--- src/rtl/mcdf_pkg.sv ---
// Shared MCDF definitions: channel count, field widths, packet-length decode
// and the arbiter FSM state type.
package mcdf_pkg;

  localparam int CH_N     = 3;
  localparam int DATA_W   = 32;
  localparam int PRIO_W   = 2;
  localparam int PKGLEN_W = 3;

  typedef enum logic {
    IDLE = 1'b0,
    SEND = 1'b1
  } arb_state_e;

  // Codes above 3 saturate at the largest packet size.
  function automatic logic [5:0] decode_len(input logic [PKGLEN_W-1:0] code);
    case (code)
      3'd0:    return 6'd4;
      3'd1:    return 6'd8;
      3'd2:    return 6'd16;
      default: return 6'd32;
    endcase
  endfunction

endpackage

--- src/rtl/mcdf_arb_pick.sv ---
// Combinational channel selector: lowest priority value wins, ties resolved
// round-robin from the channel after rr_ptr. MCDF_ARB_AGING_EN adds an aged mask.
module mcdf_arb_pick #(
  parameter int PRIO_W = 2
) (
  input  logic [2:0]          elig,
  input  logic [3*PRIO_W-1:0] prio,
  input  logic [1:0]          rr_ptr,
`ifdef MCDF_ARB_AGING_EN
  input  logic [2:0]          aged,
`endif
  output logic [1:0]          win_id,
  output logic                found
);
  import mcdf_pkg::*;

  logic [2:0]        cand;
  logic [2:0]        sum;
  logic [1:0]        idx;
  logic [PRIO_W-1:0] best;

  // NOTE: every output and temporary gets a default at the top of the block,
  // so no path through the loop can leave a latch behind.
  always_comb begin
    cand   = elig;
    win_id = '0;
    found  = 1'b0;
    best   = '1;
    sum    = '0;
    idx    = '0;
`ifdef MCDF_ARB_AGING_EN
    if (|(elig & aged)) cand = elig & aged;
`endif
    // Scan order starts after rr_ptr; strict '<' keeps the earliest equal-prio channel.
    for (int k = 1; k <= CH_N; k++) begin
      sum = {1'b0, rr_ptr} + 3'(k);
      idx = (sum >= 3'd3) ? 2'(sum - 3'd3) : sum[1:0];
      if (cand[idx] && (!found || prio[idx*PRIO_W +: PRIO_W] < best)) begin
        found  = 1'b1;
        win_id = idx;
        best   = prio[idx*PRIO_W +: PRIO_W];
      end
    end
  end

endmodule

--- src/rtl/mcdf_arbiter.sv ---
// MCDF packet arbiter: grants one slave channel at a time and streams one packet
// of its configured length to the formatter. Optional aging: MCDF_ARB_AGING_EN.
module mcdf_arbiter #(
  parameter int DATA_W    = 32,
  parameter int PRIO_W    = 2,
  parameter int PKGLEN_W  = 3
`ifdef MCDF_ARB_AGING_EN
  ,
  parameter int AGE_LIMIT = 4
`endif
) (
  input  logic                  clk_i,
  input  logic                  rst_i,
  input  logic [2:0]            slv_en_i,
  input  logic [3*PRIO_W-1:0]   slv_prio_i,
  input  logic [3*PKGLEN_W-1:0] slv_pkglen_i,
  input  logic [2:0]            slv_val_i,
  input  logic [3*DATA_W-1:0]   slv_data_i,
  output logic [2:0]            slv_ack_o,
  output logic                  fmt_val_o,
  input  logic                  fmt_rdy_i,
  output logic [DATA_W-1:0]     fmt_data_o,
  output logic [1:0]            fmt_id_o,
  output logic [5:0]            fmt_len_o,
  output logic                  fmt_sop_o,
  output logic                  fmt_eop_o,
  output logic                  busy_o
);
  import mcdf_pkg::*;

  arb_state_e  state, state_nxt;
  logic [5:0]  cnt, gnt_len;
  logic [1:0]  gnt_id, rr_ptr, win_id;
  logic [2:0]  elig;
  logic        found, grant, xfer, last;

  assign elig  = slv_en_i & slv_val_i;
  assign grant = (state == IDLE) & found;
  assign last  = (cnt == gnt_len - 6'd1);

`ifdef MCDF_ARB_AGING_EN
  logic [2:0]      skip [CH_N];
  logic [CH_N-1:0] aged;

  // Skip counters are a handful of flops, so they are reset like any other state.
  always_ff @(posedge clk_i or posedge rst_i) begin
    if (rst_i) begin
      for (int i = 0; i < CH_N; i++) skip[i] <= '0;
    end else if (grant) begin
      for (int i = 0; i < CH_N; i++) begin
        if (2'(i) == win_id)                  skip[i] <= '0;
        else if (elig[i] && skip[i] != 3'd7)  skip[i] <= skip[i] + 3'd1;
      end
    end
  end

  always_comb begin
    aged = '0;
    for (int i = 0; i < CH_N; i++) aged[i] = int'(skip[i]) >= AGE_LIMIT;
  end
`endif

  mcdf_arb_pick #(.PRIO_W(PRIO_W)) u_pick (
    .elig   (elig),
    .prio   (slv_prio_i),
    .rr_ptr (rr_ptr),
`ifdef MCDF_ARB_AGING_EN
    .aged   (aged),
`endif
    .win_id (win_id),
    .found  (found)
  );

  // NOTE: sequential state uses non-blocking assignments so every register
  // samples pre-edge values regardless of block ordering.
  always_ff @(posedge clk_i or posedge rst_i) begin
    if (rst_i) begin
      state   <= IDLE;
      cnt     <= '0;
      gnt_id  <= '0;
      gnt_len <= 6'd4;
      rr_ptr  <= 2'd2;
    end else begin
      state <= state_nxt;
      if (grant) begin
        gnt_id  <= win_id;
        gnt_len <= decode_len(slv_pkglen_i[win_id*PKGLEN_W +: PKGLEN_W]);
        rr_ptr  <= win_id;
        cnt     <= '0;
      end else if (xfer) begin
        cnt <= cnt + 6'd1;
      end
    end
  end

  always_comb begin
    fmt_val_o  = 1'b0;
    fmt_data_o = '0;
    fmt_sop_o  = 1'b0;
    fmt_eop_o  = 1'b0;
    slv_ack_o  = '0;
    if (state == SEND) begin
      fmt_val_o         = slv_val_i[gnt_id];
      fmt_data_o        = slv_data_i[gnt_id*DATA_W +: DATA_W];
      fmt_sop_o         = (cnt == 6'd0) & fmt_val_o;
      fmt_eop_o         = last & fmt_val_o;
      slv_ack_o[gnt_id] = fmt_val_o & fmt_rdy_i;
    end
  end

  assign xfer = fmt_val_o & fmt_rdy_i;

  always_comb begin
    state_nxt = state;
    case (state)
      IDLE:    if (found) state_nxt = SEND;
      SEND:    if (xfer && last) state_nxt = IDLE;
      default: state_nxt = IDLE;
    endcase
  end

  assign fmt_id_o  = gnt_id;
  assign fmt_len_o = gnt_len;
  assign busy_o    = (state == SEND);

endmodule

--- config.mk ---
export PLATFORM = sky130hd
export DESIGN_NAME = mcdf_arbiter
export DESIGN_NICKNAME = d
export VERILOG_FILES = /design/src/rtl/mcdf_pkg.sv /design/src/rtl/mcdf_arb_pick.sv /design/src/rtl/mcdf_arbiter.sv
export SDC_FILE = /design/constraint.sdc
export NUM_CORES = 1
export LEC_CHECK = 0
export BUFFER_PORTS_ARGS = -buffer_cell sky130_fd_sc_hd__buf_4
export CORE_MARGIN = 2
export CORE_UTILIZATION = 40
export DETAILED_ROUTE_END_ITERATION = 16
export MAX_ROUTING_LAYER = met4
export PLACE_DENSITY_LB_ADDON = 0.2
export SYNTH_ARGS = -nofsm -noshare
export SYNTH_HDL_FRONTEND = slang
export SYNTH_SLANG_ARGS = --single-unit
--- constraint.sdc ---
create_clock -name clk_i -period 8.4 [get_ports clk_i]
set_input_delay 1.68 -clock clk_i [delete_from_list [all_inputs] [get_ports clk_i]]
set_output_delay 1.68 -clock clk_i [all_outputs]
set_load 0.02 [all_outputs]
==> results_dict.tcl <==
set metrics [dict create \
    htreeDepth 1 \
    crit_path_end_kind "flip-flop" \
    power_density_nw_per_um2 368 \
    cts_resized 0 \
    antenna_found_initial 0 \
    ys_top_cells_by_area "mux2i_1, dfrtp_1, nor2b_1" \
    gp_congestion 0.891 \
    ys_ff_latch 14 \
    cap_violations 0 \
    nNetsFinal 604 \
    die_height_um 81.9 \
    crit_slowest_cell "ha_1" \
    grt_pass1_wl_mm 12.9 \
    crit_path_start "rr_ptr[1]" \
    leakage_nw 1.76 \
    status "completed" \
    max_slew_margin_pct 31.1 \
    crit_chain "inv_1, ha_1, nand3_1, o211a_1, a221oi_1, ha_1, inv_1, a31oi_1, a21oi_1, o21ai_0, o21ai_0, ha_1, inv_1, a221oi_2, o211ai_2, a32oi_4, o311ai_0, o21ai_0, o22ai_1, nand2b_1, o211a_1" \
    route.vias.total 2910 \
    hold_violations 0 \
    cts_made_buffers 3 \
    ioPinCount 167 \
    yosys.area.top_type "mux2i_1" \
    grt_setup_unrepaired "no" \
    hold_class "reg -> reg" \
    min_from "rr_ptr[1]" \
    startpoint_type "flip-flop" \
    tns_ns 0 \
    synth_top_flop_cell "dfrtp_1" \
    dpl_worst_slack_ns 2.61 \
    first_iter_violations 88 \
    ant_nets 0 \
    cpPeakStageDelay_ns 0.82 \
    min_period_ns 5.70 \
    dieArea_sq_um 6700 \
    syn_area_per_cell_sq_um 7.44 \
    clock_latency_ns 0.24 \
    rows 28 \
    finalNonFillerCells 549 \
    max_freq_ghz 0.175 \
    hold_buffers 0 \
    postLayoutSetupSlackWorst_ns 2.70 \
    syn_inst 326 \
    async_flop_share_pct 100 \
    placed_cells 545 \
    r2r_start "rr_ptr[1]" \
    seq_area_frac_synth_pct 14.5 \
    cts_root_buffer "clkbuf_8" \
    post_cts_buffers 0 \
    path_max_fanout 28 \
    grt_pass1_vias 2712 \
    synth_top_area_share_pct 16.1 \
    wl_per_cell_um 15.6 \
    finalSetupViolCount 0 \
    vdd_drop_max_mv 0.215 \
    syn2layout_area_growth_pct 52.5 \
    firstDrtPassIters 4 \
    dp_hpwl_mm 6.84 \
    clk_path_buf_depth 2 \
    core_area_sq_um 5890 \
    grt_usage_pct 24.6 \
    clkTransAtPathRegs_ns 0.06 \
    cts_tree "yes" \
    drc 0 \
    die-width_um 81.9 \
    worstPathRequired_ns 8.53 \
    yosysUniqueCellTypes 55 \
    overflow 0 \
    initial_core_util_pct 41.2 \
    avgViaCountPerCell 5.30 \
    grt_max_degree 45 \
    worstMarginPinSlew_ns 1.03 \
    fin_crit_sh_pct 67.9 \
    slew_violations 0 \
    yosys_warnings 0 \
    portBuffers 164 \
    crit_type "reg -> reg" \
    synth_enable_flop_cells 0 \
    wirelength_mm 8.58 \
    cts.sinks 14 \
    drive_gt1_share_pct 40.1 \
    finClkSkew_ns 0.00545 \
    syn_area_sq_um 2430 \
    arrival_ns 5.83 \
    antennaDiodeCount 0 \
]
routing by layer:
metal	up-vias	track usage (%)	part of all wire (%)
li1	1440	-	-
met1	1340	27.5	37
met2	108	42.6	51
met3	22	5.93	9.0
met4	0	8.50	2.8
met5	-	-	0
final timing paths:
path | cells past startpoint | end | slack, ns
worst min register to register | 2 | rr_ptr[1] | 0.56
worst max register to register | 21 | fmt_len_o[5] | 2.70
worst max-delay path | 21 | fmt_len_o[5] | 2.70
worst min-delay path | 2 | rr_ptr[1] | 0.56
min in group asynchronous | 2 | cnt[2] | 1.48
max in group asynchronous | 2 | fmt_id_o[1] | 6.55
cell usage after synthesis, types with 5 or more instances:
cell type,number
xnor2_1,5
nor2b_1,34
ha_1,9
o21ai_0,12
nand4_1,6
dfrtp_1,12
inv_1,19
nand2_1,15
xor2_1,6
nand3_1,6
nor2_1,43
a21oi_1,35
clkbuf_1,13
mux2i_1,39
o22ai_1,5
nor3_1,5
cell usage in the layout (no fill, tap or decap), drive strengths merged, types with 6 or more instances in the layout:
cell type / synthesis / layout
xor2: 6 / 6
o21ai: 12 / 12
a21oi: 35 / 35
nor2b: 34 / 34
inv: 19 / 19
buf: 11 / 167
dfrtp: 12 / 12
ha: 9 / 9
nand2: 15 / 15
nand3: 6 / 6
nor2: 43 / 43
mux2i: 39 / 39
nand4: 6 / 6
stage by stage:
stage          util (%)  total power [mW]  hold slack, ns  cell area, sq um
3_3_place_gp       62.1              1.29           0.541              3650
4_1_cts            62.9              1.37           0.563              3700
5_1_grt            62.9              1.48           0.595              3700
2_1_floorplan         -             0.952           0.521              2430
3_5_place_dp       62.1              1.31           0.554              3650
6_report           62.9              1.36           0.561              3700
registers in the layout, indices dropped and copies added (netlist names):
register / flops
cnt: 6
rr_ptr: 1
fmt_len_o: 4
fmt_id_o: 2
busy_o: 1
power breakdown:
group          internal, mW  switching, mW  leakage, nW
Sequential           0.0933         0.0695        0.171
Combinational         0.515          0.627         1.56
Clock                0.0335         0.0227       0.0228
logic make-up after synthesis:
family,count (synthesis),synth area share (%)
other,1,0.155
adder cells (fa/ha/maj),9,4.64
XOR/XNOR,11,3.97
flip-flops,14,14.5
AND/OR/NAND/NOR,125,26.7
AO/OA/AOI/OAI,80,23.8
multiplexers,43,18.1
buffers and inverters,43,8.15
final cells by class:
cell class / count / area (sq um)
fill: 553 / 2190
multi-input combinational: 270 / 1880
timing repair buffer: 167 / 1250
sequential: 14 / 354
tap: 75 / 93.8
inverter: 19 / 71.3
clock buffer: 4 / 45.0
critical path: cells and delay by family (launching register included):
| family | cells | cell delay [ns] |
|---|---|---|
| AO/OA/AOI/OAI | 13 | 2.91 |
| adder cells (fa/ha/maj) | 3 | 1.39 |
| buffers and inverters | 3 | 0.18 |
| flip-flops | 1 | 0.54 |
| AND/OR/NAND/NOR | 2 | 0.56 |
Note: power is estimated with default switching activity, not from simulation.
